`config.mk`:
```
export PLATFORM = sky130hd
export DESIGN_NAME = fifo_word_packer_flat
export DESIGN_NICKNAME = d
export VERILOG_FILES = /design/src/rtl/fifo_pkg.sv /design/src/rtl/fifo_word_packer_if.sv /design/src/rtl/fifo_word_packer.sv /design/src/flat_wrapper.sv
export SDC_FILE = /design/constraint.sdc
export NUM_CORES = 1
export LEC_CHECK = 0
export CAP_MARGIN = 25
export CORE_AREA = 5 5 96 98
export DETAILED_ROUTE_END_ITERATION = 10
export DIE_AREA = 0 0 101 103
export GPL_ROUTABILITY_DRIVEN = 0
export HOLD_SLACK_MARGIN = 0.06
export PLACE_DENSITY = 0.58
export SLEW_MARGIN = 20
export SYNTH_ARGS = -nofsm -noshare
export SYNTH_HDL_FRONTEND = slang
export SYNTH_SLANG_ARGS = --single-unit
export TNS_END_PERCENT = 20
```
`constraint.sdc`:
```
create_clock -name clk -period 5.41 [get_ports clk]
set_input_delay 1.623 -clock clk [delete_from_list [all_inputs] [get_ports clk]]
set_output_delay 1.623 -clock clk [all_outputs]
set_load 0.005 [all_outputs]
```
`src/rtl/fifo_pkg.sv`:
```
`default_nettype none
// ============================================================================
// Module      : fifo_pkg
// Description : Shared types for the FIFO drain path (word packer FSM states).
// Revision    : 1.0 - initial release
// ============================================================================
package fifo_pkg;

    typedef enum logic [0:0] {
        ACC_FILL = 1'b0,
        ACC_WAIT = 1'b1
    } acc_state_t;

endpackage
`default_nettype wire

```
`src/rtl/fifo_word_packer_if.sv`:
```
`default_nettype none
// ============================================================================
// Module      : fifo_word_packer_if
// Description : FIFO read port plus packed valid/ready output stream.
// Revision    : 1.0 - initial release
// ============================================================================
interface fifo_word_packer_if #(
    parameter int DATA_W = 8,
    parameter int RATIO  = 4
);
    localparam int OUT_W = DATA_W * RATIO;
    localparam int CNT_W = $clog2(RATIO + 1);

    logic              fifo_empty_i;
    logic [DATA_W-1:0] fifo_data_i;
    logic              fifo_pop_o;
    logic              flush_i;
    logic              out_valid_o;
    logic              out_ready_i;
    logic [OUT_W-1:0]  out_data_o;
    logic [CNT_W-1:0]  out_count_o;

    modport master (
        input  fifo_empty_i, fifo_data_i, flush_i, out_ready_i,
        output fifo_pop_o, out_valid_o, out_data_o, out_count_o
    );

    modport slave (
        output fifo_empty_i, fifo_data_i, flush_i, out_ready_i,
        input  fifo_pop_o, out_valid_o, out_data_o, out_count_o
    );

endinterface
`default_nettype wire

```
`src/rtl/fifo_word_packer.sv`:
```
`default_nettype none
// ============================================================================
// Module      : fifo_word_packer
// Description : Drains a show-ahead FIFO and packs RATIO words per output beat.
// Revision    : 1.0 - initial release
// ============================================================================
module fifo_word_packer
    import fifo_pkg::*;
#(
    parameter int DATA_W = 8,
    parameter int RATIO  = 4
) (
    input  wire logic          clk,
    input  wire logic          reset,
    fifo_word_packer_if.master bus
);

    localparam int OUT_W = DATA_W * RATIO;
    localparam int CNT_W = $clog2(RATIO + 1);
    localparam logic [CNT_W-1:0] c_full = CNT_W'(RATIO);

    logic [DATA_W-1:0] r_lane [RATIO];
    logic [CNT_W-1:0]  r_count;
    logic              r_flush_pend;
    acc_state_t        r_state;
    logic              r_out_valid;
    logic [OUT_W-1:0]  r_out_data;
    logic [CNT_W-1:0]  r_out_count;

    logic              w_out_free;
    logic              w_flush_eff;
    logic              w_full;
    logic              w_acc_empty;
    logic              w_xfer;
    logic              w_flush_drop;
    logic              w_pop;
    logic              w_pend_nxt;
    logic [CNT_W-1:0]  w_wr_idx;
    logic [CNT_W-1:0]  w_count_nxt;
    logic [OUT_W-1:0]  w_packed;

    assign w_out_free   = !r_out_valid || bus.out_ready_i;
    assign w_flush_eff  = bus.flush_i || r_flush_pend;
    assign w_full       = (r_count == c_full);
    assign w_acc_empty  = (r_count == '0);
    assign w_xfer       = w_out_free && (w_full || (w_flush_eff && !w_acc_empty));
    assign w_flush_drop = w_flush_eff && w_acc_empty;

    // ACC_WAIT means full or flush pending; a full accumulator may still pop
    // in the cycle it hands its word off, keeping one pop per clock.
    assign w_pop = !reset && !bus.fifo_empty_i && !w_flush_eff &&
                   ((r_state == ACC_FILL) || w_xfer);

    assign w_wr_idx   = w_xfer ? '0 : r_count;
    assign w_pend_nxt = (w_xfer || w_flush_drop) ? 1'b0 : (r_flush_pend || bus.flush_i);

    always_comb begin
        w_count_nxt = r_count;
        if (w_xfer) begin
            w_count_nxt = w_pop ? CNT_W'(1) : '0;
        end else if (w_pop) begin
            w_count_nxt = r_count + CNT_W'(1);
        end
    end

    // Lanes beyond the fill count are zeroed so a partial beat has clean MSBs.
    always_comb begin
        w_packed = '0;
        for (int i = 0; i < RATIO; i++) begin
            if (CNT_W'(i) < r_count) begin
                w_packed[i*DATA_W +: DATA_W] = r_lane[i];
            end
        end
    end

    always_ff @(posedge clk or posedge reset) begin
        if (reset) begin
            for (int i = 0; i < RATIO; i++) begin
                r_lane[i] <= '0;
            end
            r_count      <= '0;
            r_flush_pend <= 1'b0;
            r_state      <= ACC_FILL;
            r_out_valid  <= 1'b0;
            r_out_data   <= '0;
            r_out_count  <= '0;
        end else begin
            for (int i = 0; i < RATIO; i++) begin
                if (w_pop && (w_wr_idx == CNT_W'(i))) begin
                    r_lane[i] <= bus.fifo_data_i;
                end
            end
            r_count      <= w_count_nxt;
            r_flush_pend <= w_pend_nxt;
            r_state      <= ((w_count_nxt == c_full) || w_pend_nxt) ? ACC_WAIT : ACC_FILL;

            if (w_xfer) begin
                r_out_valid <= 1'b1;
                r_out_data  <= w_packed;
                r_out_count <= r_count;
            end else if (bus.out_ready_i) begin
                r_out_valid <= 1'b0;
            end
        end
    end

    assign bus.fifo_pop_o  = w_pop;
    assign bus.out_valid_o = r_out_valid;
    assign bus.out_data_o  = r_out_data;
    assign bus.out_count_o = r_out_count;

endmodule
`default_nettype wire

```
`src/flat_wrapper.sv`:
```
// flat-port wrapper written by rule: the top's interface ports become plain ports
module fifo_word_packer_flat import fifo_pkg::*;
#(
    parameter int DATA_W = 8,
    parameter int RATIO  = 4
)
  (clk, reset, bus_fifo_empty_i, bus_fifo_data_i, bus_flush_i, bus_out_ready_i, bus_fifo_pop_o, bus_out_valid_o, bus_out_data_o, bus_out_count_o);
  fifo_word_packer_if #(.DATA_W(DATA_W), .RATIO(RATIO)) bus_i ();
  input  wire logic clk;
  input  wire logic reset;
  input wire logic [$bits(bus_i.fifo_empty_i)-1:0] bus_fifo_empty_i;
  input wire logic [$bits(bus_i.fifo_data_i)-1:0] bus_fifo_data_i;
  input wire logic [$bits(bus_i.flush_i)-1:0] bus_flush_i;
  input wire logic [$bits(bus_i.out_ready_i)-1:0] bus_out_ready_i;
  output wire logic [$bits(bus_i.fifo_pop_o)-1:0] bus_fifo_pop_o;
  output wire logic [$bits(bus_i.out_valid_o)-1:0] bus_out_valid_o;
  output wire logic [$bits(bus_i.out_data_o)-1:0] bus_out_data_o;
  output wire logic [$bits(bus_i.out_count_o)-1:0] bus_out_count_o;
  assign bus_i.fifo_empty_i = bus_fifo_empty_i;
  assign bus_i.fifo_data_i = bus_fifo_data_i;
  assign bus_i.flush_i = bus_flush_i;
  assign bus_i.out_ready_i = bus_out_ready_i;
  assign bus_fifo_pop_o = bus_i.fifo_pop_o;
  assign bus_out_valid_o = bus_i.out_valid_o;
  assign bus_out_data_o = bus_i.out_data_o;
  assign bus_out_count_o = bus_i.out_count_o;
  fifo_word_packer #(.DATA_W(DATA_W), .RATIO(RATIO)) u_core (.clk(clk), .reset(reset), .bus(bus_i));
endmodule
```
# Word-level counts from Yosys, hierarchy flattened
# Index checks and enable logic that the tools add are counted.
[totals] regBits=73 input_bits=13 out_inout_bits=37
[classes] addsub=1 magnitude_cmp=4 n_eq_ne=5 mux=12 bitwise=1 n_reduce_logical=24
[ops] operator="$mux 8" n=4
[ops] operator="$logic_and 1x1->1" n=10
[ops] operator="$mux 3" n=3
[ops] operator="$eq 3x2->1 const B" n=2
[ops] operator="$eq 3x3->1 const B" n=2
[ops] operator="$logic_not 3->1" n=2
[ops] operator="$logic_or 1x1->1" n=6
[ops] operator="$lt 1x3->1 const A" n=2
[ops] operator="$lt 2x3->1 const A" n=2
[ops] operator="$logic_not 1->1" n=5
[ops] operator="$mux 1" n=5
[ops] operator="$add 3x1->3 const B" n=1
[ops] operator="$eq 3x1->1 const B" n=1
[ops] operator="$reduce_bool 2->1" n=1
[ops] operator="$not 1->1" n=1

# Longest topological paths before layout
# Gate-level depths: netlist (run 1).
[logic_depth] ltp_word=12 depth_mapped=8 depth_no_buf=7

# Worst setup path after synthesis (run 1)
# OpenSTA, ideal clock, no wires.
[synth_timing] kind="input to output" startpoint="input port bus_fifo_empty_i" endpoint="output port bus_fifo_pop_o" t_arrival_ns=2.601 t_required_ns=3.787 slack_ns=1.186 cell_stages=3 path_buffers=1 cell_sequence="or4_1 -> buf_2 -> a21oi_1"
[synth_via] elab_chain_len=4
[synth_lines] element="start, declared" line_no="flat_wrapper.sv:11" text="input wire logic [$bits(bus_i.fifo_empty_i)-1:0] bus_fifo_empty_i;"
[synth_lines] element="$logic_not 1->1" line_no="fifo_word_packer.sv:51" text="assign w_pop = !reset && !bus.fifo_empty_i && !w_flush_eff &&"
[synth_lines] element="$logic_and 1x1->1 (3 in a row)" line_no="fifo_word_packer.sv:51"
[synth_lines] element="end, declared" line_no="flat_wrapper.sv:15" text="output wire logic [$bits(bus_i.fifo_pop_o)-1:0] bus_fifo_pop_o;"
# Every way passes these cells.

# Final worst setup path (run 1)
[layout_timing] startpoint="input port reset" endpoint="output port bus_fifo_pop_o"
[layout_via] elab_chain_len=4
[layout_lines] element="start, declared" line_no="flat_wrapper.sv:10" text="input wire logic reset;"
[layout_lines] element="$logic_not 1->1" line_no="fifo_word_packer.sv:51"
[layout_lines] element="$logic_and 1x1->1 (3 in a row)" line_no="fifo_word_packer.sv:51"
# Every way passes these cells.

==> results by group, run 1 <==
STA
  – RSZ-0062 raised after global routing: no
  – Setup TNS: 0 ns
  – Final Max Slew Viols: 0
  – Fin Clk Skew: 0.00674 ns
  – Tmin final: just under 5 ns
  – Worst slew margin: about a third
  – Worst Max-Slew Pin Slew: 0.990 ns
  – Setup-failing EPs final: 0
  – Upper clock frequency limit: 202 MHz
  – Crit share post-route: 91.3%
  – Hold Vio Cnt, Final: 0

Worst setup path
  – Critical Path Source Type: primary input
  – Setup CP Type: primary input to output port
  – Worst setup EP type: output port
  – Max FO, Critical Path: 2
  – Worst EP required: 3.79 ns
  – Arr. time, crit path: 3.32 ns

Route
  – Routed len/inst: 15.2 um
  – Final ANT Viol Nets: 0
  – Avg Vias per Cell: 4.76
  – Total Wirelength: approximately 6400 um
  – DRT iter0 DRCs: 101
  – Drt first pass iters: 4
  – Drt drc: 0
  – Vias: 2024

Synthesis
  – Simple-gate share of the synthesized area: 19.1%
  – Synthesis warning total: 0
  – Seq/Total Area, Yosys: about three fifths
  – Top post-synthesis cells by area: dfrtp_1 61%, nand2_1 9.1%, mux2_2 9.1%
  – Post-synthesis compound-gate area fraction: 2.27%
  – Syn nets: 275
  – Syn Std Cell Area: between 2000 and 3000 sq um
  – Post-Synth XOR/XNOR Area: less than 1%
  – FF+latch count, synth: 73
  – Largest family of logic cells by synthesized area: simple AND/OR/NAND/NOR gates
  – Yosys cell types: 33
  – Mux contribution to synthesized area: 13.4%
  – Top cell type's share of synthesized area: 61.3%
  – Area share of fa/ha/maj cells after synthesis: less than 1%
  – Largest area contributor in the netlist: dfrtp_1
  – Post-Synthesis Cells: 260
  – Avg Synthesized Cell Area: 11.5 sq um

Final layout
  – Nets: between 300 and 400
  – Share of layout cells above drive strength 1: about a fifth
  – Fill cells: 799
  – Cell Count, Final, Fillers Out: 425
  – Finished Cell Area: 3840 sq um
  – # diodes: 0
  – Area growth from synthesis to layout: 29.0%

Placed design
  – Dpl hpwl: 4260 um
  – PortBufs: 49
  – Dpl cells: just over 400
  – Placed cell areas: about 3600 sq um

GRT
  – Largest net degree at the start of global routing: 44
  – Met1 usage: 18.6%
  – Met2 GRT Util: 20.4%
  – Global-route wire length before repair: 10800 um
  – Vias in the first global route: 2138
  – Most used routing layer: met2
  – Overflow after GRT: 0
  – Met3 Usage GRT: 4.06%
  – GRT Util Overall: around 14%
  – Initial antenna violation count: 0

Die
  – Site Rows: 34
  – Core area: between 8000 and 9000 sq um
  – Ports: 50
  – Initial core utilization: between 30% and 40%
  – Die X: approximately 100 um
  – Die H: 103 um
  – Die area: 10400 sq um

Clocking
  – Cts repair resizes: 0
  – Clock Tree Root: clkbuf_8
  – Reg clk slew, reported paths: approximately 0.07 ns
  – # Post-CTS Setup Buffers: 0
  – Clock tree from TritonCTS: yes
  – Num CTS Buffers: 9
  – Worst-Skew Late Latency: 0.34 ns
  – Hold buffer count at CTS: 0
  – Total number of clock tree sinks: 73
  – CTS max path bufs: 2
  – H-tree levels: 3

Outcome
  – Status: finished, final reports clean

Worst hold path
  – Hold Path Class: flip-flop to flip-flop

Pwr
  – Power Density: 501 nW/um^2
  – Total power: 1.93 mW
  – Maximum VDD drop: 0.352 mV
  – Leak: 1.90 nW

Flow run
  – # Max-Cap Violations: 0
registers in the layout, indices dropped and copies added (netlist names):
signal / count
u_core.bus.out_data_o: 32
u_core.r_lane: 32
u_core.bus.out_count_o: 3
u_core.r_count: 3
u_core.bus.out_valid_o: 1
u_core.r_flush_pend: 1
u_core.r_state: 1
metal layers:
metal	wire length [um]	part of all wire, %
met5	0	0
met3	304	4.7
met2	2860	44
met1	3140	49
met4	134	2.1
cell families after synthesis:
family,count (synthesis)
muxes,33
adders and majority gates,2
and+or+nand+nor,125
DFF,73
xor gates and xnor gates,2
AOI/OAI and AO/OA,8
buffers and inverters,17
cell type report:
| class | instances | area [sq um] | area share, % |
|---|---|---|---|
| Timing Repair Buffer | 55 | 548 | 14.3 |
| Clock buffer | 10 | 138 | 3.58 |
| Tap cell | 108 | 135 | 3.52 |
| Inverter | 3 | 11.3 | 0.293 |
| Clock inverter | 6 | 105 | 2.74 |
| Multi-Input combinational cell | 170 | 1080 | 28.1 |
| Sequential cell | 73 | 1830 | 47.5 |
Yosys cell counts, drive strengths merged:
library cell / n
a21bo: 1
a21o: 1
mux2i: 1
nand2b: 3
o21ai: 2
xor2: 1
and3: 1
nor2: 5
o311a: 1
nand3: 35
a21oi: 2
inv: 3
or4: 2
and2: 1
nor4: 1
xnor2: 1
or3: 2
buf: 9
or2: 2
ha: 2
o32ai: 1
nor3: 1
clkbuf: 5
mux2: 32
nand2: 72
dfrtp: 73
through the flow:
stage | setup WS, ns | hold WS (ns) | util [%]
6_report | 0.470 | 0.466 | 45.8
5_1_grt | 0.413 | 0.483 | 45.8
4_1_cts | 0.453 | 0.472 | 45.6
3_5_place_dp | 0.467 | 0.455 | 42.7
3_3_place_gp | 0.494 | 0.454 | 42.7
2_1_floorplan | 1.19 | 0.461 | -
critical path, stage by stage:
cell	delay, ns
clkdlybuf4s50_1	0.43
or4_1	0.55
a21oi_1	0.19
clkdlybuf4s50_1	0.53
final timing paths:
kind	slack (ns)	cells after the start	end	from
setup / recovery	0.47	4	bus_fifo_pop_o	reset
hold / removal	0.47	2	u_core.bus.out_data_o[18]$_DFFE_PP0P_	u_core.bus.out_data_o[18]$_DFFE_PP0P_
setup reg to reg	2.45	8	u_core.r_lane[18]$_DFFE_PP0P_	u_core.r_count[0]$_DFF_PP0_
hold reg to reg	0.47	2	u_core.bus.out_data_o[18]$_DFFE_PP0P_	u_core.bus.out_data_o[18]$_DFFE_PP0P_
max in group asynchronous	2.89	4	u_core.bus.out_data_o[13]$_DFFE_PP0P_	reset
min in group asynchronous	1.59	2	u_core.bus.out_valid_o$_DFFE_PP0P_	reset
cells in the final DEF, fill, tap and decap left out, types with 5 or more instances in the layout:
cell type        count
nor2_1               5
clkdlybuf4s50_1     49
nand3_1             34
clkbuf_8            10
dfrtp_1             73
nand2_1             72
mux2_4               8
mux2_2              24
buf_4                5
power by group:
| part | leakage (nW) | internal [mW] | switching, mW |
|---|---|---|---|
| clock | 0.126 | 0.317 | 0.197 |
| sequential | 0.974 | 0.710 | 0.0998 |
| combinational | 0.802 | 0.288 | 0.315 |
No activity file was read; power rests on OpenSTA's default activity.
==> run 2, diff against run 1 <==
--- a/config.mk
+++ b/config.mk
@@ -5,7 +5,7 @@
 export SDC_FILE = /design/constraint.sdc
 export NUM_CORES = 1
 export LEC_CHECK = 0
-export CAP_MARGIN = 25
+export CAP_MARGIN = 20
 export CORE_AREA = 5 5 96 98
 export DETAILED_ROUTE_END_ITERATION = 10
 export DIE_AREA = 0 0 101 103
==> run 2 against run 1 <==
Against the previous run:
- largest cell class unchanged
- global-route usage unchanged
- largest power group unchanged
- worst setup slack worse by 0.0054 ns
- sequential share of layout area increased by 0.25 points
- critical endpoint unchanged
- die area stayed put
- clock skew about the same
==> results by group, run 2 (same netlist as run 1, synthesis figures left out) <==
Final layout
  – Finished Cell Area: 3820 sq um (-0.52%)
  – # diodes: 0 (unchanged)
  – Share of layout cells above drive strength 1: 19.3% (-0.25 points)
  – Fill cells: 801 (+0.25%)
  – Sequential cell area: 1830 sq um (unchanged)
  – Nets: 326 (-0.31%)
  – Area of the multi-input gates: 1080 sq um (unchanged)
  – Commonest non-fill, non-tap cell in the layout: dfrtp_1
  – Commonest non-fill, non-tap cells in the layout: 73 x dfrtp_1, 72 x nand2_1, 49 x clkdlybuf4s50_1
  – Area growth from synthesis to layout: 28.3%

Route
  – Drt first pass iters: 4 (unchanged)
  – DRT iter0 DRCs: 90 (-11%)
  – Drt drc: 0 (unchanged)
  – Total Wirelength: 6390 um (-0.76%)
  – Final ANT Viol Nets: 0 (unchanged)
  – Routed len/inst: 15.1 um (-0.53%)
  – Vias: 2038 (+0.69%)
  – Avg Vias per Cell: 4.81 (+0.93%)

Die
  – Site Rows: 34 (unchanged)
  – Ports: 50 (unchanged)
  – Initial core utilization: 35.5% (unchanged)
  – Die X: 101 um (unchanged)
  – Die H: 103 um (unchanged)
  – Die area: 10400 sq um (unchanged)
  – Core area: 8380 sq um (unchanged)

GRT
  – Initial antenna violation count: 0 (unchanged)
  – Overflow after GRT: 0 (unchanged)
  – GRT Util Overall: 13.6% (unchanged)
  – Global-route wire length before repair: 10800 um (unchanged)
  – Vias in the first global route: 2138 (unchanged)
  – Largest net degree at the start of global routing: 44 (unchanged)

Clocking
  – Worst-Skew Late Latency: 0.34 ns (about the same)
  – Hold buffer count at CTS: 0 (unchanged)
  – Reg clk slew, reported paths: 0.07 ns (about the same)
  – H-tree levels: 3 (unchanged)
  – Clock Tree Root: clkbuf_8
  – Total number of clock tree sinks: 73 (unchanged)
  – Clock tree from TritonCTS: yes
  – Cts repair resizes: 0 (unchanged)
  – # Post-CTS Setup Buffers: 0 (unchanged)
  – Num CTS Buffers: 9 (unchanged)
  – CTS max path bufs: 2 (unchanged)

STA
  – Setup TNS: 0 ns (unchanged)
  – Final Max Slew Viols: 0 (unchanged)
  – Crit share post-route: 91.4% (+0.099 points)
  – Upper clock frequency limit: 202 MHz (-0.11%)
  – Hold Vio Cnt, Final: 0 (unchanged)
  – RSZ-0062 raised after global routing: no
  – Fin Clk Skew: 0.00680 ns (+0.0000656 ns)
  – Setup-failing EPs final: 0 (unchanged)
  – Worst Max-Slew Pin Slew: 0.978 ns (-0.0116 ns)
  – Worst slew margin: 34.8% (+0.77 points)
  – Tmin final: 4.94 ns (+0.00537 ns)

Pwr
  – Leak: 1.89 nW (-0.49%)
  – Maximum VDD drop: 0.354 mV (+0.43%)
  – Power Density: 503 nW/um^2 (+0.39%)

Placed design
  – Dpl hpwl: 4260 um (unchanged)
  – PortBufs: 49 (unchanged)
  – Placed cell areas: 3580 sq um (unchanged)

Worst setup path
  – Arr. time, crit path: 3.32 ns (about the same)
  – Max FO, Critical Path: 2 (unchanged)
  – Setup CP Type: primary input to output port
  – Critical Path Source Type: primary input
  – Worst EP required: 3.79 ns (about the same)
  – Worst setup EP type: output port

Flow run
  – # Max-Cap Violations: 0 (unchanged)

Outcome
  – Status: finished, final reports clean

Worst hold path
  – Hold Path Class: flip-flop to flip-flop
[run 2: changes by cell type in the layout (fill, tap and decap cells not counted), sizes merged]
cell  delta
buf      -1
[run 2: layout make-up]
| class | count | share of cell area [%] |
|---|---|---|
| sequential | 73 | 47.8 |
| multi-input combinational | 170 | 28.2 |
| tap | 108 | 3.54 |
| clock buffer | 10 | 3.60 |
| timing repair buffer | 54 | 13.8 |
| clock inverter | 6 | 2.75 |
| inverter | 3 | 0.295 |
[run 2: worst max-delay path: stages]
cell	delay, ns
clkdlybuf4s50_1	0.43
or4_1	0.55
a21oi_1	0.19
clkdlybuf4s50_1	0.53
[run 2: where the power goes]
part	internal, mW	leakage [nW]	total, mW	switching [mW]
sequential	0.710	0.974	0.810	0.0996
clock	0.317	0.126	0.513	0.197
combinational	0.286	0.792	0.600	0.314
[run 2: routing by layer]
layer | up-vias | track usage, % | wire length [um]
met1 | 1004 | 18.6 | 3070
met3 | 10 | 4.06 | 332
met2 | 47 | 20.4 | 2850
met5 | - | 0 | 0
met4 | 0 | 5.32 | 136
li1 | 977 | - | -
[run 2: path summary, 6_finish.rpt]
kind,startpoint,endpoint,slack [ns],cells past startpoint
setup / recovery,reset,bus_fifo_pop_o,0.47,4
hold / removal,u_core.bus.out_data_o[18]$_DFFE_PP0P_,u_core.bus.out_data_o[18]$_DFFE_PP0P_,0.47,2
setup reg to reg,u_core.r_count[0]$_DFF_PP0_,u_core.r_lane[18]$_DFFE_PP0P_,2.45,8
hold reg to reg,u_core.bus.out_data_o[18]$_DFFE_PP0P_,u_core.bus.out_data_o[18]$_DFFE_PP0P_,0.47,2
max in group asynchronous,reset,u_core.r_lane[1]$_DFFE_PP0P_,2.65,3
min in group asynchronous,reset,u_core.bus.out_count_o[2]$_DFFE_PP0P_,1.82,2
[run 2: metrics by stage]
stage               util [%]  power (mW)  setup WS [ns]  cells  hold slack, ns
floorplan                  -        1.20           1.19    260           0.461
CTS                     45.6        1.95          0.453    424           0.472
global route            45.6        2.06          0.413    424           0.483
global placement        42.7        1.41          0.494    408           0.454
detailed placement      42.7        1.43          0.467    408           0.455
finish                  45.6        1.92          0.465    424           0.466
==> run 3, diff against run 2 <==
--- a/config.mk
+++ b/config.mk
@@ -16,4 +16,4 @@
 export SYNTH_ARGS = -nofsm -noshare
 export SYNTH_HDL_FRONTEND = slang
 export SYNTH_SLANG_ARGS = --single-unit
-export TNS_END_PERCENT = 20
+export TNS_END_PERCENT = 1
==> results of run 3 <==
Same layout as run 2: the final DEF is identical, and so are final timing and power.
